<file path="config.mk">
export PLATFORM = sky130hd
export DESIGN_NAME = score_keeper
export DESIGN_NICKNAME = d
export VERILOG_FILES = /design/src/rtl/score_keeper.sv
export SDC_FILE = /design/constraint.sdc
export NUM_CORES = 1
export LEC_CHECK = 0
export CAP_MARGIN = 30
export CORE_UTILIZATION = 25
export CTS_CLUSTER_SIZE = 40
export DETAILED_ROUTE_END_ITERATION = 10
export SYNTH_ARGS = -nofsm -noshare
export SYNTH_HDL_FRONTEND = slang
export SYNTH_SLANG_ARGS = --single-unit
</file>
<file path="constraint.sdc">
create_clock -name clk -period 2.4 [get_ports clk]
set_clock_uncertainty 0.1 [all_clocks]
set_input_delay 0.48 -clock clk [delete_from_list [all_inputs] [get_ports clk]]
set_output_delay 0.48 -clock clk [all_outputs]
set_load 0.02 [all_outputs]
</file>
<file path="src/rtl/score_keeper.sv">
`default_nettype none
// ============================================================================
// Module      : score_keeper
// Description : Converts goal-line levels into saturating per-player scores
//               and sequences each rally through serve / play / scored /
//               game-over. Scoring freezes once the winner code reports a
//               decided game; new_game or reset restarts the match.
// Revision    : 1.0 - initial release
// ============================================================================
module score_keeper #(
  parameter int HOLD_CYCLES = 50000000,
  parameter int MAX_SCORE   = 9
) (
  input  logic       clk,
  input  logic       reset,
  input  logic       goal_p1,
  input  logic       goal_p2,
  input  logic       serve_btn,
  input  logic       new_game,
  input  logic [1:0] winner,
  output logic [3:0] p1s,
  output logic [3:0] p2s,
  output logic       serve_side,
  output logic       ball_en,
  output logic       point_flag,
  output logic       game_over
);

  typedef enum logic [1:0] {
    S_SERVE     = 2'd0,
    S_PLAY      = 2'd1,
    S_SCORED    = 2'd2,
    S_GAME_OVER = 2'd3
  } state_t;

  // Counter is sized for the largest legal hold (2^26-1 cycles).
  localparam logic [25:0] c_hold_last = 26'(HOLD_CYCLES - 1);
  localparam logic [3:0]  c_max_score = 4'(MAX_SCORE);

  state_t      r_state;
  logic [25:0] r_hold;
  logic        r_goal1_q;
  logic        r_goal2_q;

  state_t      w_state_nxt;
  logic [25:0] w_hold_nxt;
  logic [3:0]  w_p1s_nxt;
  logic [3:0]  w_p2s_nxt;
  logic        w_serve_nxt;
  logic        w_point_nxt;
  logic        w_g1_rise;
  logic        w_g2_rise;
  logic        w_win_decided;

  // Goals are levels; only the first cycle of a level counts as a goal.
  assign w_g1_rise     = goal_p1 & ~r_goal1_q;
  assign w_g2_rise     = goal_p2 & ~r_goal2_q;
  assign w_win_decided = (winner == 2'b10) || (winner == 2'b11);

  // Next-state and next-output decode; new_game overrides all rally activity.
  always_comb begin
    w_state_nxt = r_state;
    w_hold_nxt  = r_hold;
    w_p1s_nxt   = p1s;
    w_p2s_nxt   = p2s;
    w_serve_nxt = serve_side;
    w_point_nxt = 1'b0;

    if (new_game) begin
      w_state_nxt = S_SERVE;
      w_hold_nxt  = '0;
      w_p1s_nxt   = '0;
      w_p2s_nxt   = '0;
      w_serve_nxt = 1'b0;
    end else begin
      case (r_state)
        S_SERVE: begin
          if (serve_btn) w_state_nxt = S_PLAY;
        end
        S_PLAY: begin
          // A simultaneous rise on both goals is ambiguous and credits nobody.
          if (w_g1_rise ^ w_g2_rise) begin
            if (w_g1_rise) begin
              if (p1s < c_max_score) w_p1s_nxt = p1s + 4'd1;
              w_serve_nxt = 1'b1;
            end else begin
              if (p2s < c_max_score) w_p2s_nxt = p2s + 4'd1;
              w_serve_nxt = 1'b0;
            end
            w_point_nxt = 1'b1;
            w_state_nxt = S_SCORED;
            w_hold_nxt  = '0;
          end
        end
        S_SCORED: begin
          // The winner code is read only at the end of the hold, by which
          // time it reflects the freshly credited point.
          if (r_hold == c_hold_last) begin
            w_state_nxt = w_win_decided ? S_GAME_OVER : S_SERVE;
            w_hold_nxt  = '0;
          end else begin
            w_hold_nxt = r_hold + 26'd1;
          end
        end
        S_GAME_OVER: begin
          w_state_nxt = S_GAME_OVER;
        end
        default: begin
          w_state_nxt = S_SERVE;
        end
      endcase
    end
  end

  // State, counters and registered outputs; goal history follows the inputs
  // every cycle and is forced high in reset so held goals are not counted.
  always_ff @(posedge clk) begin
    if (!reset) begin
      r_state    <= S_SERVE;
      r_hold     <= '0;
      r_goal1_q  <= 1'b1;
      r_goal2_q  <= 1'b1;
      p1s        <= '0;
      p2s        <= '0;
      serve_side <= 1'b0;
      ball_en    <= 1'b0;
      point_flag <= 1'b0;
      game_over  <= 1'b0;
    end else begin
      r_state    <= w_state_nxt;
      r_hold     <= w_hold_nxt;
      r_goal1_q  <= goal_p1;
      r_goal2_q  <= goal_p2;
      p1s        <= w_p1s_nxt;
      p2s        <= w_p2s_nxt;
      serve_side <= w_serve_nxt;
      ball_en    <= (w_state_nxt == S_PLAY);
      point_flag <= w_point_nxt;
      game_over  <= (w_state_nxt == S_GAME_OVER);
    end
  end

endmodule
`default_nettype wire

</file>
Word level (Yosys, flattened, before mapping)
Cells that the tools add are included.
{"block": "totals", "register_bits": 42, "latch_bits": 0, "ram_bits": 0, "mem_bits_ro": 0, "mem_count": 0}
{"block": "op_classes", "add_sub_neg": 3, "multipliers": 0, "n_div": 0, "n_lt_le_gt_ge": 2, "eq_ne": 9, "shift": 0, "muxes": 11, "n_bitwise": 8, "reduce_logical": 9}
{"operator": "$mux W26", "count": 2}
{"operator": "$pmux W26 S2", "count": 1}
{"operator": "$add A26 B1 Y26 const B", "count": 1}
{"operator": "$eq A26 B26 Y1 const B", "count": 1}
{"operator": "$eq A2 B2 Y1 const B", "count": 5}
{"operator": "$mux W2", "count": 5}
{"operator": "$add A4 B1 Y4 const B", "count": 2}
{"operator": "$lt A4 B4 Y1 const B", "count": 2}
{"operator": "$pmux W2 S4", "count": 1}
{"operator": "$reduce_and A4 Y1", "count": 2}
{"operator": "$not A1 Y1", "count": 5}
{"operator": "$eq A2 B1 Y1 const B", "count": 2}
{"operator": "$reduce_and A2 Y1", "count": 2}
{"operator": "$reduce_or A3 Y1", "count": 1}
{"operator": "$and A1 B1 Y1", "count": 2}
{"operator": "$logic_not A2 Y1", "count": 1}
{"operator": "$mux W1", "count": 2}
{"operator": "$ne A2 B2 Y1 const B", "count": 1}
{"operator": "$reduce_bool A2 Y1", "count": 1}
{"operator": "$reduce_or A2 Y1", "count": 1}
{"operator": "$logic_or A1 B1 Y1", "count": 1}
{"operator": "$xor A1 B1 Y1", "count": 1}

Logic depth before layout (Yosys ltp)
{"block": "depth", "ltp_word": 7, "ltp_mapped": 9}

Worst setup path before layout
No wires, ideal clock.
{"block": "synth_path", "path_type": "input to register", "from": "input port goal_p2", "to": "register r_hold[14]", "arrival_ns": 1.881, "slack_ns": 0.293, "stages": 8, "path_buffers": 0, "cell_sequence": "nand2b_1 -> inv_1 -> ha_1 -> nor2b_1 -> nor2b_1 -> nor3_1 -> and2_1 -> or3_1"}
{"block": "synth_between", "elab_chain_len": 4}
{"item": "from (decl)", "line_no": "17", "source": "input logic goal_p2,"}
{"item": "$and A1 B1 Y1", "line_no": "57", "source": "assign w_g2_rise = goal_p2 & ~r_goal2_q;"}
{"item": "$xor A1 B1 Y1", "line_no": "82", "source": "if (w_g1_rise ^ w_g2_rise) begin"}
{"item": "$ne A2 B2 Y1 (no source line)"}
{"item": "$reduce_and A2 Y1 (no source line)"}
{"item": "to (signal assigned)", "line_no": "131", "source": "r_hold <= w_hold_nxt;"}
{"item": "to (decl)", "line_no": "41", "source": "logic [25:0] r_hold;"}
Every way passes these cells.
A chain may end at the register's enable or synchronous reset.

Worst setup path after layout
{"block": "layout_path", "from": "input port goal_p1", "to": "register r_hold[14]"}
{"block": "layout_between", "elab_chain_len": 4}
{"item": "from (decl)", "line_no": "16", "source": "input logic goal_p1,"}
{"item": "$and A1 B1 Y1", "line_no": "56", "source": "assign w_g1_rise = goal_p1 & ~r_goal1_q;"}
{"item": "$xor A1 B1 Y1", "line_no": "82"}
{"item": "$ne A2 B2 Y1 (no source line)"}
{"item": "$reduce_and A2 Y1 (no source line)"}
Every way passes these cells.

==> results.md <==
- HP Start: r_hold[15]$_SDFFE_PP0P_
- Cell Chain, Critical Path: clkdlybuf4s50_1, nand2b_1, ha_1, nor2b_1, nor2b_1, nor3_1, and2_1, or3_1
- Post-synth top cells: 42 x dfxtp_1, 27 x nand2_1, 24 x nor2_1
- Yosys cell types: 48
- Ant. Diodes: 0
- IO Count: 20
- Clock sink count: 42
- FP Rows: 33
- Largest net degree at the start of global routing: 35
- IO buf count: 18
- Area of the mapped netlist: 2110 sq um
- Area growth, synth to finish: 25.0%
- Synth top area cells: dfxtp_1 40%, nand2_1 4.8%, a21oi_1 4.5%
- Maximum net fanout on the critical path: 3
- Fillers: 858
- CTS Buffer Depth: 2
- NumNets Final: 302
- Tot Pwr: 1.24 mW
- CP startpoint kind: input port
- Register area share after synthesis: 39.9%
- Die Y: approximately 94 microns
- Antenna Nets Post-Route: 0
- Reg2reg start: r_hold[3]$_SDFFE_PP0P_
- Critical path's most frequent cell: nor2b_1
- Final hold vios: 0
- Data arrival, critical path: about 2.3 ns
- Slowest cell on crit path: clkdlybuf4s50_1
- Vias per cell: ~4.8
- Lkg Pwr: 0.973 nW
- Core footprint: just over 8000 sq um
- Initial Util: 25.8%
- Antenna violations before repair: 0
- Flops & latches, synth: 42
- Max-cap violation count: 0
- Share of layout cells above drive strength 1: 11.5%
- First-pass GRT wire length: roughly 8000 microns
- Most frequent cell after synthesis: dfxtp_1
- DR iter-0 viols: 95
- Slew margin rel.: 63.8%
- Max H-tree Level: 2
- Number of synthesized flops with an enable pin: 0
- Async SR Flop Fraction: 0%
- Fin crit share: 92.5%
- Outcome: completed
- CTS tree: yes
- Hold Buf Count CTS: 0
- Overflow after GRT: 0
- Fmax: 450 MHz
- Synthesized area per cell: 8.37 sq um
- Area post-placement: 2550 sq um
- PwrDens: ~470 nW/um^2
- Hold WS: between 0.3 and 0.4 ns
- TritonCTS buffer count: 5
- Via count: around 1900
- Max-slew violation count: 0
- Final setup margin: 0.179 ns
- Warnings from Yosys: 0
- Post-Layout Inst Area: 2640 sq um
- CP endpoint kind: register
- Synth Flop Type: dfxtp_1
- Peak VDD IR: 0.193 mV
- GP Congestion: 0.817
- Clk slew on worst S/H paths: 0.08 ns
- Min Clock Period, post-route: 2.22 ns
- DRT Pass-1 Iters: 4
- DRC Markers: 0
- Multi-input gate area: 1180 sq um
- Final Routed Wirelength: about 4800 microns
- Vias in the first global route: 1672
- Die area: 8810 sq um
- GRT Util Overall: between 10% and 20%
- Top cell type's share of synthesized area: roughly 40%
- Cell taking the most area after synthesis: dfxtp_1
- Average wire per standard cell: ~12 microns
- Root Driver: clkbuf_8
- Fin Setup TNS: 0 ns
- RSZ-0062 raised after global routing: no
- Worst path max stage delay: 0.47 ns
- Post-CTS setup buffer count: 0
- Post-DP HPWL: 3450 microns
- WP data required: 2.48 ns
- Mapped Nets: 267
- Worst skew pair latency: 0.29 ns
- Cell count after synthesis: ~250
- Final non-filler cell total: 393
- Worst Setup Slack post-DPL: -0.118 ns
- Total area of sequential cells: 841 sq um
- Die span in x: 93.9 microns
- WS Path Type: in -> reg
- Fin util: between 30% and 40%
- Final setup vio count: 0
- HP Class: reg -> reg
- Crit. Startpoint: goal_p1
- Placed Cells: approximately 390
- Resized Gates After CTS: 0
- Worst-margin pin slew: around 0.54 ns
==> layout make-up <==
| type | instances | share of cell area, % |
|---|---|---|
| flip-flops and latches | 42 | 31.9 |
| multi-input cells | 189 | 44.9 |
| repair buffers | 36 | 12.9 |
| clock inverters | 1 | 0.190 |
| well taps | 105 | 4.98 |
| inverters | 13 | 1.85 |
| clock buffers | 7 | 3.27 |
==> cells by family (layout without fill, tap and decap cells) <==
logic type,after synthesis,in the layout,share of synthesized area (%)
mux,2,2,0.949
fa+ha+maj,7,7,4.15
compound gates,56,56,16.9
xor+xnor,6,6,2.49
simple gates,118,118,31.7
buf+inv,21,57,3.97
flops,42,42,39.9
==> routing by layer <==
metal | wire [microns] | up-vias | GRT usage (%)
met2 | 2160 | 38 | 17.8
met1 | 2340 | 868 | 15.2
met5 | 0 | - | 0
met4 | 53 | 0 | 3.72
met3 | 233 | 7 | 3.07
li1 | - | 978 | -
==> worst max-delay path, delay by kind of cell <==
| family | cells | cell delay [ns] |
|---|---|---|
| and+or+nand+nor | 6 | 1.05 |
| buffers and inverters | 1 | 0.47 |
| adders and majority gates | 1 | 0.30 |
==> sequential cells by signal (all words and copies together), names as in the netlist <==
name / cells
r_state: 2
p1s: 4
r_hold: 26
p2s: 4
r_goal1_q: 1
ball_en: 1
serve_side: 1
point_flag: 1
r_goal2_q: 1
game_over: 1
==> report_power, final <==
| group | total [mW] | switching, mW | internal (mW) |
|---|---|---|---|
| combinational | 0.0634 | 0.0305 | 0.0329 |
| clock | 0.476 | 0.243 | 0.232 |
| sequential | 0.703 | 0.00282 | 0.700 |
| total | 1.24 | 0.277 | 0.965 |
==> layout by cell type (no fill, tap or decap), types with 3 or more instances in the layout <==
master / instances
a21oi_1: 19
a31oi_1: 12
a41oi_1: 5
and2_1: 3
and3_1: 5
buf_4: 16
clkbuf_8: 6
clkdlybuf4s50_1: 18
dfxtp_1: 42
ha_1: 7
inv_1: 12
nand2_1: 27
nand2b_1: 9
nand3_1: 16
nand4_1: 5
nor2_1: 24
nor2b_1: 4
nor3_1: 7
o21ai_0: 6
xor2_1: 4
==> path summary, 6_finish.rpt <==
check / end / slack [ns] / cells past startpoint
worst min-delay path: r_hold[15]$_SDFFE_PP0P_ / 0.38 / 1
worst max-delay path: r_hold[14]$_SDFFE_PP0P_ / 0.18 / 8
worst max register to register: r_hold[14]$_SDFFE_PP0P_ / 0.23 / 6
worst min register to register: r_hold[15]$_SDFFE_PP0P_ / 0.38 / 1
No activity file was read; power rests on OpenSTA's default activity.
==> edit, RTL diff (config.mk and constraints unchanged) <==
Remove the register `game_over`: a continuous assignment takes its place, so the output `game_over` follows one clock earlier.
--- a/src/rtl/score_keeper.sv
+++ b/src/rtl/score_keeper.sv
@@ -125,7 +125,6 @@
       serve_side <= 1'b0;
       ball_en    <= 1'b0;
       point_flag <= 1'b0;
-      game_over  <= 1'b0;
     end else begin
       r_state    <= w_state_nxt;
       r_hold     <= w_hold_nxt;
@@ -136,9 +135,10 @@
       serve_side <= w_serve_nxt;
       ball_en    <= (w_state_nxt == S_PLAY);
       point_flag <= w_point_nxt;
-      game_over  <= (w_state_nxt == S_GAME_OVER);
     end
   end
+
+  assign game_over = (w_state_nxt == S_GAME_OVER);
 
 endmodule
 `default_nettype wire
Check against the original RTL: no difference found for any inputs over 10 cycles, from zero or initial values and one cycle with reset low; that may be too few to reach the edited logic, so the function may still have changed.
==> edit against the unedited design <==
The flow now finishes with violations (setup timing); setup slack worse by 380 ps; count of clock-buffer cells in the layout stayed put; synthesized area is 0.83% higher; wire length is 11% higher; sequential cell count is 1 lower; power is 9.0% higher; cell area is 17% higher; critical endpoint is now game_over.
==> edit: results (changes against the unedited design) <==
metric	value	unit	change
share of cells above drive strength 1	29.5	%	was 11.5%
Post-synth top cells	dfxtp_1 (41), nand2_1 (25), a21oi_1 (22)		was dfxtp_1 (42), nand2_1 (27), nor2_1 (24)
vias in the first global route	2004		was 1672
Met1 Wirelength	2.38	mm	was 2.34 mm
first-pass GRT wire length	8.92	mm	was 7.98 mm
VDD IR-drop max	0.000295	V	was 0.000193 V
Detailed Route Iter0 Violations	100		was 95
failing checks	setup timing		
Placed Area	2770	um^2	was 2550 um^2
hpwl dp	3.47	mm	was 3.45 mm
insertion delay to the later sink of the worst-skew pair	290	ps	about the same
Via Count	2108		was 1891
CTS Buf Count	5		unchanged
WL/cell	12.1	um	was 12.2 um
Synth async-reset ratio	0	%	unchanged
final setup fails	1		was 0
post-synth cell types	47		was 48
Total GRT Usage	12.6	%	was 11.4%
Max Fanout on Critical Path	4		was 3
Worst-path clk slew	80	ps	about the same
n_diodes	0		unchanged
met3 WL	177	um	was 233 um
Critical-path top delay cell	or3_4		was clkdlybuf4s50_1
sequential area share after synthesis	38.6	%	was 39.9%
initial antenna violation count	0		unchanged
Top delay family on crit path	simple AND/OR/NAND/NOR gates		unchanged
Buffers on Ports	18		unchanged
layout net count	346		was 302
clk buf depth	2		unchanged
Final Wtd Congestion	0.752		was 0.817
Area contributors post-synth	dfxtp_1 (39%), a21oi_1 (5.2%), nand2_1 (4.4%)		was dfxtp_1 (40%), nand2_1 (4.8%), a21oi_1 (4.5%)
outcome	finished, violations left		was completed
DR top layer	met4		unchanged
Reg2Reg Setup Slack	80	ps	was 230 ps
Worst slew margin	69.5	%	was 63.8%
Synth Warn #	0		unchanged
setup slack after layout	-199	ps	was 179 ps
pre-CTS setup slack	-800	ps	was -118 ps
Hold Crit Class	input pin to flop		was flop to flop
largest net degree at the start of global routing	23		was 35
H-tree depth	2		unchanged
1st-pass router iterations	4		unchanged
Lkg Pwr	1.21	nW	was 0.973 nW
Worst EP arrival	2020	ps	was 2300 ps
WL met2	2.64	mm	was 2.16 mm
top flop regs	r_hold x26, p1s x4, p2s x4		unchanged
CTS Root Cell	clkbuf_8		unchanged
syn_nets	269		was 267
CP max stage delay	390	ps	was 470 ps
ys flop type	dfxtp_1		unchanged
[edit: repair_timing]
item / in CTS / in global routing
pin swaps: 8 / 5
resized for setup: 17 / 15
setup buffers: 17 / 1
endpoints found under the setup margin: 25 / 7
[edit: path summary, 6_finish.rpt]
kind | start | endpoint | depth (start not counted)
min reg2reg | r_hold[15] | r_hold[15] | 1
min | goal_p1 | r_goal1_q | 2
max reg2reg | r_goal2_q | p1s[3] | 14
max | r_hold[15] | game_over | 6
[edit: where the power goes]
group | switching [W] | leakage, nW | total (W) | internal (W)
logic | 0.0000418 | 0.819 | 0.0000944 | 0.0000526
registers | 0.00000247 | 0.333 | 0.000686 | 0.000684
clock network | 0.000234 | 0.0585 | 0.000573 | 0.000339
[edit: cell families after synthesis]
| logic type | Yosys count | synth area share, % |
|---|---|---|
| AND/OR/NAND/NOR | 111 | 31.2 |
| XOR/XNOR | 5 | 2.06 |
| buffers and inverters | 24 | 4.53 |
| adder cells (fa/ha/maj) | 7 | 4.12 |
| AO/OA/AOI/OAI | 64 | 18.5 |
| flip-flops | 41 | 38.6 |
| multiplexers | 2 | 0.941 |
[edit: layout make-up]
| type | instances | area, um^2 |
|---|---|---|
| Clock buffer | 7 | 86.3 |
| Clock inverter | 1 | 30.0 |
| Fill cell | 835 | 5140 |
| Inverter | 13 | 51.3 |
| Multi-Input combinational cell | 189 | 1300 |
| Sequential cell | 41 | 827 |
| Tap cell | 105 | 131 |
| Timing Repair Buffer | 81 | 657 |
[edit: per-layer routing]
| layer | up-vias | GRT usage, % |
|---|---|---|
| li1 | 1069 | - |
| met1 | 995 | 15.7 |
| met2 | 34 | 21.2 |
| met3 | 10 | 2.43 |
| met4 | 0 | 5.26 |
| met5 | - | 0 |
[edit: through the flow]
step | setup TNS [ps] | hold slack [ps] | power (W) | std cells | utilization (%)
2_1_floorplan | 0 | 333 | 0.000735 | 254 | -
3_3_place_gp | -9980 | 344 | 0.000775 | 413 | 33.7
3_5_place_dp | -10180 | 360 | 0.000776 | 413 | 33.7
4_1_cts | -238 | 369 | 0.00137 | 438 | 37.1
5_1_grt | -313 | 358 | 0.00140 | 437 | 37.5
6_report | -199 | 341 | 0.00135 | 437 | 37.5
